<file path="src/rtl/uart_rx_ctrl.sv">
// uart_rx_ctrl: 8N1 UART receiver with oversampled start, data and stop
// detection, break handling and a valid/ready output holding register.
module uart_rx_ctrl #(
    parameter int CLK_HZ       = 65_000_000,
    parameter int BAUD_RATE    = 9600,
    parameter int SAMP_PER_BIT = 16
) (
    input  logic       clk_in,
    input  logic       rst_n_in,
    input  logic       rx_in,
    output logic [7:0] data_out,
    output logic       valid_out,
    input  logic       ready_in,
    output logic       frame_err_out,
    output logic       overrun_err_out,
    output logic       busy_out
);

    localparam int DIV = CLK_HZ / (SAMP_PER_BIT * BAUD_RATE);
    localparam int SW  = $clog2(SAMP_PER_BIT);

    localparam logic [15:0]   DIV_M1    = 16'(DIV - 1);
    localparam logic [SW-1:0] SAMP_LAST = SW'(SAMP_PER_BIT - 1);
    localparam logic [SW-1:0] SAMP_MID  = SW'(SAMP_PER_BIT / 2 - 1);

    localparam logic [2:0] ST_IDLE      = 3'd0;
    localparam logic [2:0] ST_START     = 3'd1;
    localparam logic [2:0] ST_DATA      = 3'd2;
    localparam logic [2:0] ST_STOP      = 3'd3;
    localparam logic [2:0] ST_WAIT_HIGH = 3'd4;

    logic          rx_meta;
    logic          rx_s;
    logic [15:0]   tick_cnt;
    logic          tick;
    logic [2:0]    state;
    logic [SW-1:0] samp_cnt;
    logic [2:0]    bit_cnt;
    logic [7:0]    shift_q;
    logic          samp_end;
    logic          stop_tick;
    logic          byte_done;
    logic          frame_bad;

    assign tick      = (tick_cnt == 16'd0);
    assign samp_end  = (samp_cnt == SAMP_LAST);
    assign stop_tick = tick && (state == ST_STOP) && samp_end;
    assign byte_done = stop_tick && rx_s;
    assign frame_bad = stop_tick && !rx_s;

    // Two-flop synchronizer; idle-high reset so reset never looks like a start bit
    always_ff @(posedge clk_in or negedge rst_n_in) begin
        if (!rst_n_in) begin
            rx_meta <= 1'b1;
            rx_s    <= 1'b1;
        end else begin
            rx_meta <= rx_in;
            rx_s    <= rx_meta;
        end
    end

    // Free-running oversample tick divider, never realigned to frames
    always_ff @(posedge clk_in or negedge rst_n_in) begin
        if (!rst_n_in) begin
            tick_cnt <= DIV_M1;
        end else if (tick) begin
            tick_cnt <= DIV_M1;
        end else begin
            tick_cnt <= tick_cnt - 16'd1;
        end
    end

    // Receive FSM: advances and samples only on tick cycles
    always_ff @(posedge clk_in or negedge rst_n_in) begin
        if (!rst_n_in) begin
            state    <= ST_IDLE;
            samp_cnt <= '0;
            bit_cnt  <= 3'd0;
            shift_q  <= 8'h00;
        end else if (tick) begin
            case (state)
                ST_IDLE: begin
                    if (!rx_s) begin
                        state    <= ST_START;
                        samp_cnt <= '0;
                    end
                end
                ST_START: begin
                    if (samp_cnt == SAMP_MID) begin
                        samp_cnt <= '0;
                        if (!rx_s) begin
                            state   <= ST_DATA;
                            bit_cnt <= 3'd0;
                        end else begin
                            state <= ST_IDLE;
                        end
                    end else begin
                        samp_cnt <= samp_cnt + 1'b1;
                    end
                end
                ST_DATA: begin
                    if (samp_end) begin
                        samp_cnt <= '0;
                        shift_q  <= {rx_s, shift_q[7:1]};
                        if (bit_cnt == 3'd7) begin
                            state <= ST_STOP;
                        end else begin
                            bit_cnt <= bit_cnt + 3'd1;
                        end
                    end else begin
                        samp_cnt <= samp_cnt + 1'b1;
                    end
                end
                ST_STOP: begin
                    if (samp_end) begin
                        samp_cnt <= '0;
                        state    <= rx_s ? ST_IDLE : ST_WAIT_HIGH;
                    end else begin
                        samp_cnt <= samp_cnt + 1'b1;
                    end
                end
                ST_WAIT_HIGH: begin
                    if (rx_s) begin
                        state <= ST_IDLE;
                    end
                end
                default: begin
                    state    <= ST_IDLE;
                    samp_cnt <= '0;
                end
            endcase
        end
    end

    // Output holding register with handshake, overrun and frame-error pulses
    always_ff @(posedge clk_in or negedge rst_n_in) begin
        if (!rst_n_in) begin
            data_out        <= 8'h00;
            valid_out       <= 1'b0;
            frame_err_out   <= 1'b0;
            overrun_err_out <= 1'b0;
        end else begin
            frame_err_out   <= frame_bad;
            overrun_err_out <= 1'b0;
            if (byte_done) begin
                if (!valid_out || ready_in) begin
                    data_out  <= shift_q;
                    valid_out <= 1'b1;
                end else begin
                    overrun_err_out <= 1'b1;
                end
            end else if (valid_out && ready_in) begin
                valid_out <= 1'b0;
            end
        end
    end

    // Busy flag registered from the FSM state
    always_ff @(posedge clk_in or negedge rst_n_in) begin
        if (!rst_n_in) begin
            busy_out <= 1'b0;
        end else begin
            busy_out <= (state != ST_IDLE);
        end
    end

endmodule

</file>
<file path="config.mk">
export PLATFORM = sky130hd
export DESIGN_NAME = uart_rx_ctrl
export DESIGN_NICKNAME = d
export VERILOG_FILES = /design/src/rtl/uart_rx_ctrl.sv
export SDC_FILE = /design/constraint.sdc
export NUM_CORES = 1
export LEC_CHECK = 0
export ABC_AREA = 1
export CAP_MARGIN = 20
export CORE_MARGIN = 1.5
export CORE_UTILIZATION = 61
export CTS_BUF_LIST = sky130_fd_sc_hd__clkbuf_2 sky130_fd_sc_hd__clkbuf_4 sky130_fd_sc_hd__clkbuf_8
export DETAILED_ROUTE_END_ITERATION = 10
export GPL_TIMING_DRIVEN = 0
export PLACE_DENSITY = 0.82
export SYNTH_ARGS = -nofsm -noshare
export SYNTH_HDL_FRONTEND = slang
export SYNTH_SLANG_ARGS = --single-unit
</file>
<file path="constraint.sdc">
create_clock -name clk_in -period 1.8 [get_ports clk_in]
set_input_delay 0.45 -clock clk_in [delete_from_list [all_inputs] [get_ports clk_in]]
set_output_delay 0.45 -clock clk_in [all_outputs]
set_load 0.1 [all_outputs]
</file>
==> summary.txt <==
Logic synthesis
  – Sequential area share after synthesis: approximately half
  – Unique masters post-synth: 28
  – Synth warn: 0
  – Post-Synth Simple-Gate Area: 36.7%
  – Cells after Synth: between 200 and 300
  – Net Count, Synth: around 300
  – Post-synthesis adder-cell area fraction: 2.56%
  – Asr flop ratio synth: 100%
  – Synth Area per Inst: ~8.4 um2
  – XOR/XNOR Fraction of Synth Area: under 10%
  – Synthesized area: 2440 um2
  – Dominant cell type by area after synthesis: dfrtp_1
  – Number of synthesized flops with an enable pin: 0
  – Post-synthesis register bit count: 48
  – Compound-Gate Fraction of Synth Area: 4.77%
  – Post-synthesis mux area share: 0%
  – Largest family of logic cells by synthesized area: simple AND/OR/NAND/NOR gates
  – Ys flop type: dfrtp_1
  – Synth area leaders: dfrtp_1 (42%), nand2_1 (13%), dfstp_2 (7.5%)
  – Share of the synthesized area in the top cell type: between 40% and 50%

Clock network
  – Hold_buf cts: 0
  – Clk pin slew, worst setup/hold paths: roughly 0.090 ns
  – Root Buffer: clkbuf_8
  – Num Clock Sinks: 48
  – Max clock buf depth: 2
  – Worst skew pair latency: 0.31 ns
  – H-tree depth: 2
  – CTS tree: built
  – Total CTS buffers: 5

Global route
  – GRT Overall Usage: 22.2%
  – Total gr overflow: 0
  – Largest net degree at the start of global routing: 31
  – Initial antenna violation count: 0
  – First-pass GRT wire length: 7.41 mm
  – Vias in the first global route: around 1700

Worst setup path
  – Buffer and inverter count on the worst path: 2
  – Critical path class: flip-flop to flip-flop
  – Critical path arrival: between 1.5 and 2 ns
  – Worst-path cell chain: inv_2 > ha_2 > inv_1 > nor2_2 > nand2_1 > nor2_4 > nand2_4 > nor2_8 > nand3_4 > nand2_1 > nand2_1
  – WP data required: around 2.0 ns
  – Startpoint types: flip-flop
  – CP most frequent cell: nand2_1
  – Worst-path maximum fanout: 8
  – CP max stage delay: 0.39 ns
  – CP endpoint kind: flip-flop
  – Crit path max-delay cell type: dfrtp_1
  – CP delay by family, top: simple AND/OR/NAND/NOR gates

Die
  – Cell Rows: 22
  – Die area: around 4400 um2
  – Starting density of the core: approximately 65%
  – Die Span Y: 66.2 um
  – Die Width: 66.2 um
  – Top-level port count: 16
  – CORE AREA: around 3700 um2

Detailed routing
  – DRT Wirelength: between 4 and 5 mm
  – DRT iter0 DRCs: 122
  – Routed via count: 1882
  – Number of remaining DRC errors: 0
  – Avg WL per Cell: 11.9 um
  – Vias/cell: 5.16
  – Post-route ant nets: 0
  – Router iterations before antenna repair: 4

Timing
  – Min Tclk post-route: 1.70 ns
  – F_max: 0.589 GHz
  – Final worst path period share: 94.3%
  – Final hold vios: 0
  – Final Setup Violations: 0
  – Count of pins over their slew limit: 0
  – Worst setup margin: 0.102 ns
  – Clk_skew: 0.00684 ns
  – Worst-Margin Slew: 0.547 ns
  – Slew headroom: 63.7%

Layout
  – Most frequent cells in the layout: nand2_1 (82), dfrtp_1 (41), nor2_1 (36), nand3_1 (28), inv_1 (24)
  – Nets: 325
  – Commonest non-fill, non-tap cell in the layout: nand2_1
  – Sequential Area: about 1200 um2
  – Ant. Diodes: 0
  – Synth-to-layout area growth: 15.3%
  – Share of post-route cells with drive strength above 1: 19.6%
  – Multi-input gate area in the final layout: around 1100 um2
  – FILL cells: approximately 280
  – Final std cells w/o fill: 365

Place
  – Worst Setup Slack post-DPL: -0.131 ns
  – PortBufs: 15
  – Post-DP HPWL: about 3.2 mm
  – Total placed cells including tap cells: 356
  – Routability cong.: 0.902

Power
  – Int Pwr: 0.00155 W
  – Comb pwr share: 1.7%
  – IR drop worst, VDD: 507 uV
  – Reg power frac: 56.2%
  – Total power: 0.00193 W
  – Sw Pwr: 0.000384 W
  – Clock Power Share: 42.2%
  – Power per cell area: 686 nW/um2
  – Leakage: 1.47 nW
  – Sw Ratio: 19.9%

Hold path
  – Hold crit path type: input port to asynchronous set/reset pin

Run
  – Max_cap viols: 0

Outcome
  – Status: completed
stage by stage:
step	setup TNS (ns)	area [um2]	util (%)	hold slack [ns]
detailed placement	-1.19	2670	71.2	0.349
floorplan	0	2440	-	0.154
finish	0	2810	75.2	0.0708
CTS	0	2800	74.8	0.0879
global route	-0.0273	2810	75.2	0.117
global placement	-46.54	2650	70.8	0.346
final cells by class:
| class | instances | share of cell area (%) |
|---|---|---|
| buffer | 2 | 0.311 |
| multi-input combinational | 216 | 39.9 |
| sequential | 48 | 43.0 |
| timing repair buffer | 17 | 6.67 |
| tap | 48 | 2.13 |
| clock inverter | 2 | 1.38 |
| clock buffer | 6 | 2.93 |
| inverter | 26 | 3.65 |
Yosys cell counts (4+ instances only):
cell type / number
a21oi_1: 6
dfrtp_1: 41
dfstp_2: 7
ha_1: 5
inv_1: 25
nand2_1: 82
nand2_2: 6
nand3_1: 28
nand3b_1: 4
nor2_1: 37
nor2_2: 4
nor2_4: 7
nor3_1: 5
o21ai_0: 9
o21ai_1: 5
xor2_1: 4
worst paths after layout:
path                              from     endpoint  slack (ns)  cells past startpoint
max reg2reg                tick_cnt[0]  data_out[4]        0.10                     11
min                           rst_n_in  tick_cnt[9]        0.07                      1
max                        tick_cnt[0]  data_out[4]        0.10                     11
min reg2reg                    rx_meta         rx_s        0.36                      0
min in group clk_in            rx_meta         rx_s        0.36                      0
max in group asynchronous     rst_n_in         rx_s        1.16                      2
sequential cells by signal, indices dropped and copies added, names as in the netlist:
register and cells:
tick_cnt 16, data_out 8, shift_q 8, samp_cnt 4, bit_cnt 3, state 3
busy_out 1, frame_err_out 1, overrun_err_out 1, rx_meta 1, rx_s 1, valid_out 1
routing by layer:
metal	wire [um]	GRT usage, %	part of all wire (%)	vias to the layer above
li1	-	-	-	976
met1	2070	29.4	48	867
met2	2090	36.3	48	35
met3	146	4.60	3.4	4
met4	36	7.65	0.83	0
met5	0	0	0	-
kinds of logic after synthesis:
logic type	count (synthesis)
AO/OA/AOI/OAI	22
XOR/XNOR	5
adder cells (fa/ha/maj)	5
buffers and inverters	28
flip-flops	48
AND/OR/NAND/NOR	184
power by group through the flow:
stage	combinational (W)	clock [W]	sequential [W]
after floorplan	0.00000225	0	0.00110
after global placement	0.0000300	0	0.00110
after detailed placement	0.0000345	0	0.00110
after CTS	0.0000345	0.000823	0.00108
after global routing	0.0000383	0.000873	0.00108
final	0.0000323	0.000813	0.00108
what timing repair did:
action,CTS,global route
gates resized for setup,36,3
buffers inserted,0,1
setup endpoints to repair,12,16
pin swaps,0,4
(Power assumes the default switching activity.)
